## src/rtl/johnson_pkg.sv

```systemverilog
// Shared definitions for the Johnson run controller: FSM states, direction/mode
// constants and the legal-code check used for illegal-ring detection.
package johnson_pkg;

  typedef enum logic [1:0] {
    ST_IDLE,
    ST_RUN,
    ST_HOLD,
    ST_DRAIN
  } state_e;

  localparam logic DIR_UP       = 1'b0;
  localparam logic DIR_DOWN     = 1'b1;
  localparam logic MODE_ONESHOT = 1'b0;
  localparam logic MODE_CONT    = 1'b1;

  localparam int MAX_WIDTH = 32;

  // A Johnson code has at most one boundary between adjacent differing bits
  // within the low 'width' bits; anything with more is off the ring.
  function automatic logic isLegalCode(input logic [MAX_WIDTH-1:0] code,
                                       input int width);
    int edgesSeen;
    edgesSeen = 0;
    for (int i = 0; i < MAX_WIDTH - 1; i++) begin
      if ((i < width - 1) && (code[i] != code[i+1])) begin
        edgesSeen++;
      end
    end
    return (edgesSeen <= 1);
  endfunction

endpackage

```

## src/rtl/johnson_core.sv

```systemverilog
// WIDTH-stage Johnson shift register with step enable, direction select and
// synchronous clear.
module johnson_core
  import johnson_pkg::*;
#(
  parameter int WIDTH = 4
) (
  input  logic             clk,
  input  logic             rst,
  input  logic             en_i,
  input  logic             dir_i,
  input  logic             clr_i,
  output logic [WIDTH-1:0] count_o
);

  logic [WIDTH-1:0] count_q;
  logic [WIDTH-1:0] count_d;

  // Up feeds ~msb into bit 0; down feeds ~lsb into the msb.
  always_comb begin
    count_d = count_q;
    if (clr_i) begin
      count_d = '0;
    end else if (en_i) begin
      if (dir_i == DIR_DOWN) begin
        count_d = {~count_q[0], count_q[WIDTH-1:1]};
      end else begin
        count_d = {count_q[WIDTH-2:0], ~count_q[WIDTH-1]};
      end
    end
  end

  always_ff @(posedge clk or posedge rst) begin
    if (rst) begin
      count_q <= '0;
    end else begin
      count_q <= count_d;
    end
  end

  assign count_o = count_q;

endmodule

```

## src/rtl/johnson_seq_ctrl.sv

```systemverilog
// Run controller for a Johnson counter: start/pause/stop sequencing, one-shot
// cycle counting, wrap/done/illegal-state reporting and phase decode.
module johnson_seq_ctrl
  import johnson_pkg::*;
#(
  parameter int WIDTH = 4,
  parameter int CNT_W = 8,
  localparam int PHASE_W = $clog2(2 * WIDTH)
) (
  input  logic               clk,
  input  logic               rst,
  input  logic               start_i,
  input  logic               mode_i,
  input  logic               dir_i,
  input  logic [CNT_W-1:0]   numCycles_i,
  input  logic               pause_i,
  input  logic               stop_i,
  output logic [WIDTH-1:0]   count_o,
  output logic [WIDTH-1:0]   countBar_o,
  output logic [PHASE_W-1:0] phaseIdx_o,
  output logic               busy_o,
  output logic               wrap_o,
  output logic               done_o,
  output logic               errIllegal_o,
  output logic [CNT_W-1:0]   cyclesLeft_o
);

  localparam logic [WIDTH-1:0] UP_LAST   = {1'b1, {(WIDTH-1){1'b0}}};
  localparam logic [WIDTH-1:0] DOWN_LAST = WIDTH'(1);

  state_e           state_q, state_d;
  logic             modeLatched_q, modeLatched_d;
  logic             dirLatched_q, dirLatched_d;
  logic [CNT_W-1:0] cyclesLeft_q, cyclesLeft_d;
  logic             wrap_q, wrap_d;
  logic             done_q, done_d;
  logic             errIllegal_q, errIllegal_d;

  logic [WIDTH-1:0] count;
  logic             coreEn;
  logic             coreClr;
  logic             advance;
  logic             finishOnZero;
  logic             legal;
  logic             stepToZero;
  int               onesCount;

  johnson_core #(.WIDTH(WIDTH)) uCore (
    .clk     (clk),
    .rst     (rst),
    .en_i    (coreEn),
    .dir_i   (dirLatched_q),
    .clr_i   (coreClr),
    .count_o (count)
  );

  assign legal      = isLegalCode(MAX_WIDTH'(count), WIDTH);
  assign stepToZero = (dirLatched_q == DIR_DOWN) ? (count == DOWN_LAST) : (count == UP_LAST);

  // Illegal-ring recovery overrides every state; otherwise the state decides
  // whether this edge advances, and a step into 0 is handled in one place.
  always_comb begin
    state_d       = state_q;
    modeLatched_d = modeLatched_q;
    dirLatched_d  = dirLatched_q;
    cyclesLeft_d  = cyclesLeft_q;
    wrap_d        = 1'b0;
    done_d        = 1'b0;
    errIllegal_d  = 1'b0;
    coreClr       = 1'b0;
    advance       = 1'b0;
    finishOnZero  = 1'b0;

    if (!legal) begin
      coreClr      = 1'b1;
      state_d      = ST_IDLE;
      cyclesLeft_d = '0;
      errIllegal_d = 1'b1;
    end else begin
      unique case (state_q)
        ST_IDLE: begin
          coreClr = 1'b1;
          if (start_i && ((mode_i == MODE_CONT) || (numCycles_i != '0))) begin
            state_d       = ST_RUN;
            modeLatched_d = mode_i;
            dirLatched_d  = dir_i;
            cyclesLeft_d  = (mode_i == MODE_CONT) ? '0 : numCycles_i;
          end
        end
        ST_RUN: begin
          if (stop_i) begin
            if (count == '0) begin
              state_d = ST_IDLE;
              done_d  = 1'b1;
            end else begin
              state_d      = ST_DRAIN;
              advance      = 1'b1;
              finishOnZero = 1'b1;
            end
          end else if (pause_i) begin
            state_d = ST_HOLD;
          end else begin
            advance = 1'b1;
          end
        end
        ST_HOLD: begin
          if (stop_i) begin
            if (count == '0) begin
              state_d = ST_IDLE;
              done_d  = 1'b1;
            end else begin
              state_d = ST_DRAIN;
            end
          end else if (!pause_i) begin
            state_d = ST_RUN;
            advance = 1'b1;
          end
        end
        ST_DRAIN: begin
          advance      = 1'b1;
          finishOnZero = 1'b1;
        end
        default: state_d = ST_IDLE;
      endcase

      if (advance && stepToZero) begin
        wrap_d = 1'b1;
        if ((modeLatched_q == MODE_ONESHOT) && (cyclesLeft_q != '0)) begin
          cyclesLeft_d = cyclesLeft_q - CNT_W'(1);
        end
        if (finishOnZero ||
            ((modeLatched_q == MODE_ONESHOT) && (cyclesLeft_q == CNT_W'(1)))) begin
          state_d = ST_IDLE;
          done_d  = 1'b1;
        end
      end
    end
  end

  assign coreEn = advance;

  always_ff @(posedge clk or posedge rst) begin
    if (rst) begin
      state_q       <= ST_IDLE;
      modeLatched_q <= MODE_ONESHOT;
      dirLatched_q  <= DIR_UP;
      cyclesLeft_q  <= '0;
      wrap_q        <= 1'b0;
      done_q        <= 1'b0;
      errIllegal_q  <= 1'b0;
    end else begin
      state_q       <= state_d;
      modeLatched_q <= modeLatched_d;
      dirLatched_q  <= dirLatched_d;
      cyclesLeft_q  <= cyclesLeft_d;
      wrap_q        <= wrap_d;
      done_q        <= done_d;
      errIllegal_q  <= errIllegal_d;
    end
  end

  // Phase is popcount on the rising half of the ring, mirrored on the falling half.
  always_comb begin
    onesCount = 0;
    for (int i = 0; i < WIDTH; i++) begin
      onesCount = onesCount + int'(count[i]);
    end
    if (count[WIDTH-1]) begin
      phaseIdx_o = PHASE_W'(2 * WIDTH - onesCount);
    end else begin
      phaseIdx_o = PHASE_W'(onesCount);
    end
  end

  assign count_o      = count;
  assign countBar_o   = ~count;
  assign busy_o       = (state_q != ST_IDLE);
  assign wrap_o       = wrap_q;
  assign done_o       = done_q;
  assign errIllegal_o = errIllegal_q;
  assign cyclesLeft_o = cyclesLeft_q;

endmodule

```

## config.mk

```make
export PLATFORM = sky130hd
export DESIGN_NAME = johnson_seq_ctrl
export DESIGN_NICKNAME = d
export VERILOG_FILES = /design/src/rtl/johnson_pkg.sv /design/src/rtl/johnson_core.sv /design/src/rtl/johnson_seq_ctrl.sv
export SDC_FILE = /design/constraint.sdc
export NUM_CORES = 1
export LEC_CHECK = 0
export BUFFER_PORTS_ARGS = -buffer_cell sky130_fd_sc_hd__buf_2
export CAP_MARGIN = 20
export CELL_PAD_IN_SITES_DETAIL_PLACEMENT = 1
export CELL_PAD_IN_SITES_GLOBAL_PLACEMENT = 1
export CORE_ASPECT_RATIO = 0.9
export CORE_MARGIN = 5
export CORE_UTILIZATION = 38
export CTS_BUF_LIST = sky130_fd_sc_hd__clkbuf_8
export DETAILED_ROUTE_END_ITERATION = 16
export PLACE_DENSITY_LB_ADDON = 0.1
export SYNTH_ARGS = -nofsm -noshare
export SYNTH_HDL_FRONTEND = slang
export SYNTH_SLANG_ARGS = --single-unit
```

## constraint.sdc

```tcl
create_clock -name clk -period 2.7 [get_ports clk]
set_clock_uncertainty 0.2 [all_clocks]
set_input_delay 0.675 -clock clk [delete_from_list [all_inputs] [get_ports clk]]
set_output_delay 0.675 -clock clk [all_outputs]
set_load 0.01 [all_outputs]
```

# After elaboration in Yosys (flattened, before gate mapping)
# Index checks and enable logic that the tools add are counted.
# op_classes
n_bitwise	4
reduce_logical	14
muxes	45
addsub	7
eq_ne	9
order_cmp	1
# ops
operator	n
$mux 32	2
$mux 8	6
$add 32x2->32 const B	1
$le 32x2->1 const B	1
$mux 1	21
$mux 2	9
$reduce_bool 8->1	2
$mux 4	3
$eq 8x1->1 const B	1
$sub 8x1->8 const B	1
$pmux 2 s3	1
$eq 2x2->1 const B	2
$eq 4x1->1 const B	1
$eq 4x4->1 const B	1
$logic_and 1x1->1	4
$logic_not 4->1	1
$not 4->4	1
$reduce_bool 2->1	2
$add 2x1->3	1
$add 3x1->3	1
$mux 3	1
$ne 1x1->1	3
$not 1->1	3
$pmux 1 s3	1
9 further kinds	10
# totals
word_cells	88
register_bits	19
out_inout_bits	23
input_bits	15

# Longest topological paths before layout
# depth
word_depth	12
ltp_mapped	10
ltp_nobuf	9

# Modules after synthesis
# From an unflattened synthesis, not the netlist that was laid out.
# unflattened
cells_unflattened	169
area_unflattened_um2	1601.5
# modules_own_cells
module	seq_area_each_um2	n_inst	area_per_inst_um2	cells_each
johnson_seq_ctrl	375.4	1	1396.3	149
johnson_core	100.1	1	205.2	20

# Worst setup path after synthesis
# OpenSTA, ideal clock, no wires.
# synth_path
path_type	flip-flop to output port
startpoint	register uCore.count_q[1], in the netlist uCore.count_o[1]
endpoint	output phaseIdx_o[2]
arrival_ns	2.229
path_buffers	0
required_time_ns	1.825
slack_ns	-0.404
path_stages_with_launch	10
path_cell_list	dfrtp_1 -> inv_1 -> fa_1 -> inv_1 -> ha_1 -> ha_1 -> inv_1 -> ha_1 -> nand2b_1 -> xnor2_1
# synth_between
elab_chain_cells	5
# synth_rtl
element	line_no	rtl
start: declaration	johnson_core.sv:16	logic [WIDTH-1:0] count_q;
start signal: assignment	johnson_core.sv:37	count_q <= count_d;
$add 1x1->2 (*)	johnson_seq_ctrl.sv:166	onesCount = onesCount + int'(count[i]);
$add 2x1->3 (*)	johnson_seq_ctrl.sv:166	
$add 3x1->3 (*)	johnson_seq_ctrl.sv:166	
$sub 1x3->3	johnson_seq_ctrl.sv:169	phaseIdx_o = PHASE_W'(2 * WIDTH - onesCount);
$mux 3 (*)	johnson_seq_ctrl.sv:168	if (count[WIDTH-1]) begin
end: declaration	johnson_seq_ctrl.sv:20	output logic [PHASE_W-1:0] phaseIdx_o,
# Every way passes the cells marked *; elsewhere a longest branch is shown, timed or not.

# Final worst setup path
# layout_path
startpoint	register uCore.count_q[3], in the netlist uCore.count_o[3]
endpoint	output phaseIdx_o[1]
# layout_between
elab_chain_cells	3
# layout_rtl
element	line_no
$add 3x1->3	johnson_seq_ctrl.sv:166
$sub 1x3->3	johnson_seq_ctrl.sv:169
$mux 3 (*)	johnson_seq_ctrl.sv:168
# Marked as above.

==> out/qor.csv <==
metric;value;unit
antenna_cells;0;
clk_latency;0.27;ns
wl_met3;185;um
grt_setup_unrepaired;true;
path_class;reg -> out;
synth_edf_count;0;
syn_area;1580;um^2
routed_wirelength;5060;um
yosysWarnings;0;
cts.sinks;19;
detail_route.wl_per_cell;18.5;um
yosys.area.top_type;dfrtp_1;
status;finished with violations;
die_area;5530;um^2
swShare;47.5;%
ys_ff_latch;19;
async_flop_share;100;%
layout.nets;259;
syn_avg_cell_area;9.43;um^2
crit_fanout;2;
finalWorstSetupSlack;-0.466;ns
cap_violations;0;
drive_gt1_share;47.8;%
core-area;4050;um^2
io_buffers;37;
crit_required;1.82;ns
wl_met1;2130;um
switchingPower;1330;uW
synth_top_area_share;30.2;%
worstSetupStartpointType;flip-flop;
synth_cells;167;
grt_pass1_vias;1649;
first_iter_violations;87;
violations;negative setup slack;
drv_slew;0;
cts_root_buf;clkbuf_8;
cts_tree;done;
pwr-share-clk;7.2;%
route.vias.total;1528;
seqPwrFrac;19.4;%
die_height;71.1;um
wl_met2;2640;um
yosysSeqAreaShare;30.2;%
dpl.hpwl;3800;um
max_freq;316;MHz
vias_per_cell;5.58;
ys.flop_type;dfrtp_1;
pin_count;38;
min_period_over_period;117;%
h-tree-depth;1;
top_layer;met4;
relSlewSlack;50.7;%
num_rows;22;
end_kind;primary output;
worstPathArrival;2.29;ns
placed_cells;261;
pre_cts_slack;-0.292;ns
p_leak;0.000996;uW
tns;-0.911;ns
fp.dieW;77.9;um
holdWs;0.320;ns
finalHoldViolCount;0;
clkTransAtPathRegs;0.08;ns
grt_use_total;18.5;%
final_cell_mix;buf_2, buf_4, dfrtp_1, inv_1, ha_1;
drtPass1Iterations;4;
gp_congestion;0.870;
final_common_cell;buf_2;
yosys-top-cells-area;dfrtp_1, ha_1, inv_1;
cts_buffer_depth;2;
globalRouteOverflowTotal;0;
setup_violations;2;
drc_errors;0;
pwr-share-comb;73.4;%
synthDistinctLibCells;56;
finalCriticalPeriod;3.17;ns
grt_max_degree;20;
num-fill-cells;465;
initial_core_util;38.9;%
syn_to_final_growth;38.7;%
numCtsBuffers;3;
worst_pin_slew;0.739;ns
syn-num-nets;199;
vdd_drop_max;0.457;mV
power_density;1290;nW/um^2
antenna_found_initial;0;
hold_class;in -> async;
post_layout_nonfiller_instances;274;
p_int;1480;uW
grt_pass1_wl;8230;um
ant_nets;0;
[stage by stage]
step | total power (uW) | area, um^2 | util [%]
after global routing | 3060 | 2180 | 54.0
after floorplan | 1590 | 1600 | -
after detailed placement | 2150 | 1910 | 47.3
final | 2810 | 2180 | 54.0
after global placement | 2050 | 1910 | 47.3
after CTS | 2520 | 2060 | 51.0
[state kept, by name, indices dropped and copies added (netlist names)]
signal / flops
cyclesLeft_o: 8
dirLatched_q: 1
done_o: 1
errIllegal_o: 1
modeLatched_q: 1
state_q: 2
uCore.count_o: 4
wrap_o: 1
[synth_stat cells, types with 2 or more instances]
master / n
ha_1: 16
a2111oi_0: 3
nor2b_1: 4
a21oi_1: 7
mux2i_1: 4
nand2_1: 12
o31ai_1: 2
o21ai_0: 4
and2_1: 2
inv_1: 19
nand4_1: 2
a211oi_1: 2
dfrtp_1: 19
nor3_1: 7
buf_6: 2
or2_2: 2
a31oi_1: 3
mux2_2: 6
nand2b_1: 2
nand3_1: 4
a221oi_1: 2
o221a_1: 2
nor2_1: 8
[power by group through the flow]
| stage | Clock [uW] | Combinational (uW) | Sequential [uW] |
|---|---|---|---|
| floorplan | 0 | 1010 | 572 |
| global placement | 0 | 1520 | 528 |
| detailed placement | 0 | 1610 | 541 |
| CTS | 205 | 1780 | 537 |
| global route | 219 | 2280 | 561 |
| finish | 203 | 2060 | 544 |
[worst max-delay path: stages (launching register included)]
cell     delay (ns)
dfrtp_1        0.42
inv_4          0.06
fa_1           0.48
inv_1          0.06
ha_4           0.16
ha_4           0.26
inv_4          0.03
ha_4           0.25
nand2_2        0.06
o21ai_2        0.08
buf_2          0.15
[cell type report]
cell class,count,area [um^2],area share (%)
Multi-Input combinational cell,124,1150,52.6
Sequential cell,19,478,21.9
Timing Repair Buffer,60,369,16.9
Inverter,19,81.3,3.72
Tap cell,48,60.1,2.75
Clock buffer,3,41.3,1.89
Clock inverter,1,5.00,0.229
[final timing paths]
path,startpoint,end,slack [ns],cells after the start
min in group clk,modeLatched_q$_DFFE_PP0P_,modeLatched_q$_DFFE_PP0P_,0.37,1
max in group asynchronous,rst,uCore.count_o[1]$_DFFE_PP0P_,1.45,2
worst min-delay path,rst,cyclesLeft_o[6]$_DFF_PP0_,0.32,2
worst max register to register,uCore.count_o[0]$_DFFE_PP0P_,cyclesLeft_o[5]$_DFF_PP0_,0.08,11
worst min register to register,modeLatched_q$_DFFE_PP0P_,modeLatched_q$_DFFE_PP0P_,0.37,1
worst max-delay path,uCore.count_o[3]$_DFFE_PP0P_,phaseIdx_o[1],-0.47,10
[metal layers]
metal,GRT usage [%],vias up
li1,-,729
met1,21.7,752
met2,34.6,36
met3,3.56,11
met4,3.82,0
met5,0,-
[kinds of logic after synthesis]
family	synth area share (%)
compound gates	21.4
xor+xnor	1.11
buf+inv	6.91
fa+ha+maj	14.6
mux	7.55
flops	30.2
simple gates	18.3
[repair_timing]
item	CTS	global route
gates cloned	0	0
hold buffers	0	0
setup endpoints to repair	2	21
pin swaps	3	9
buffers inserted	7	6
gates resized for setup	16	21
(Power assumes the default switching activity.)
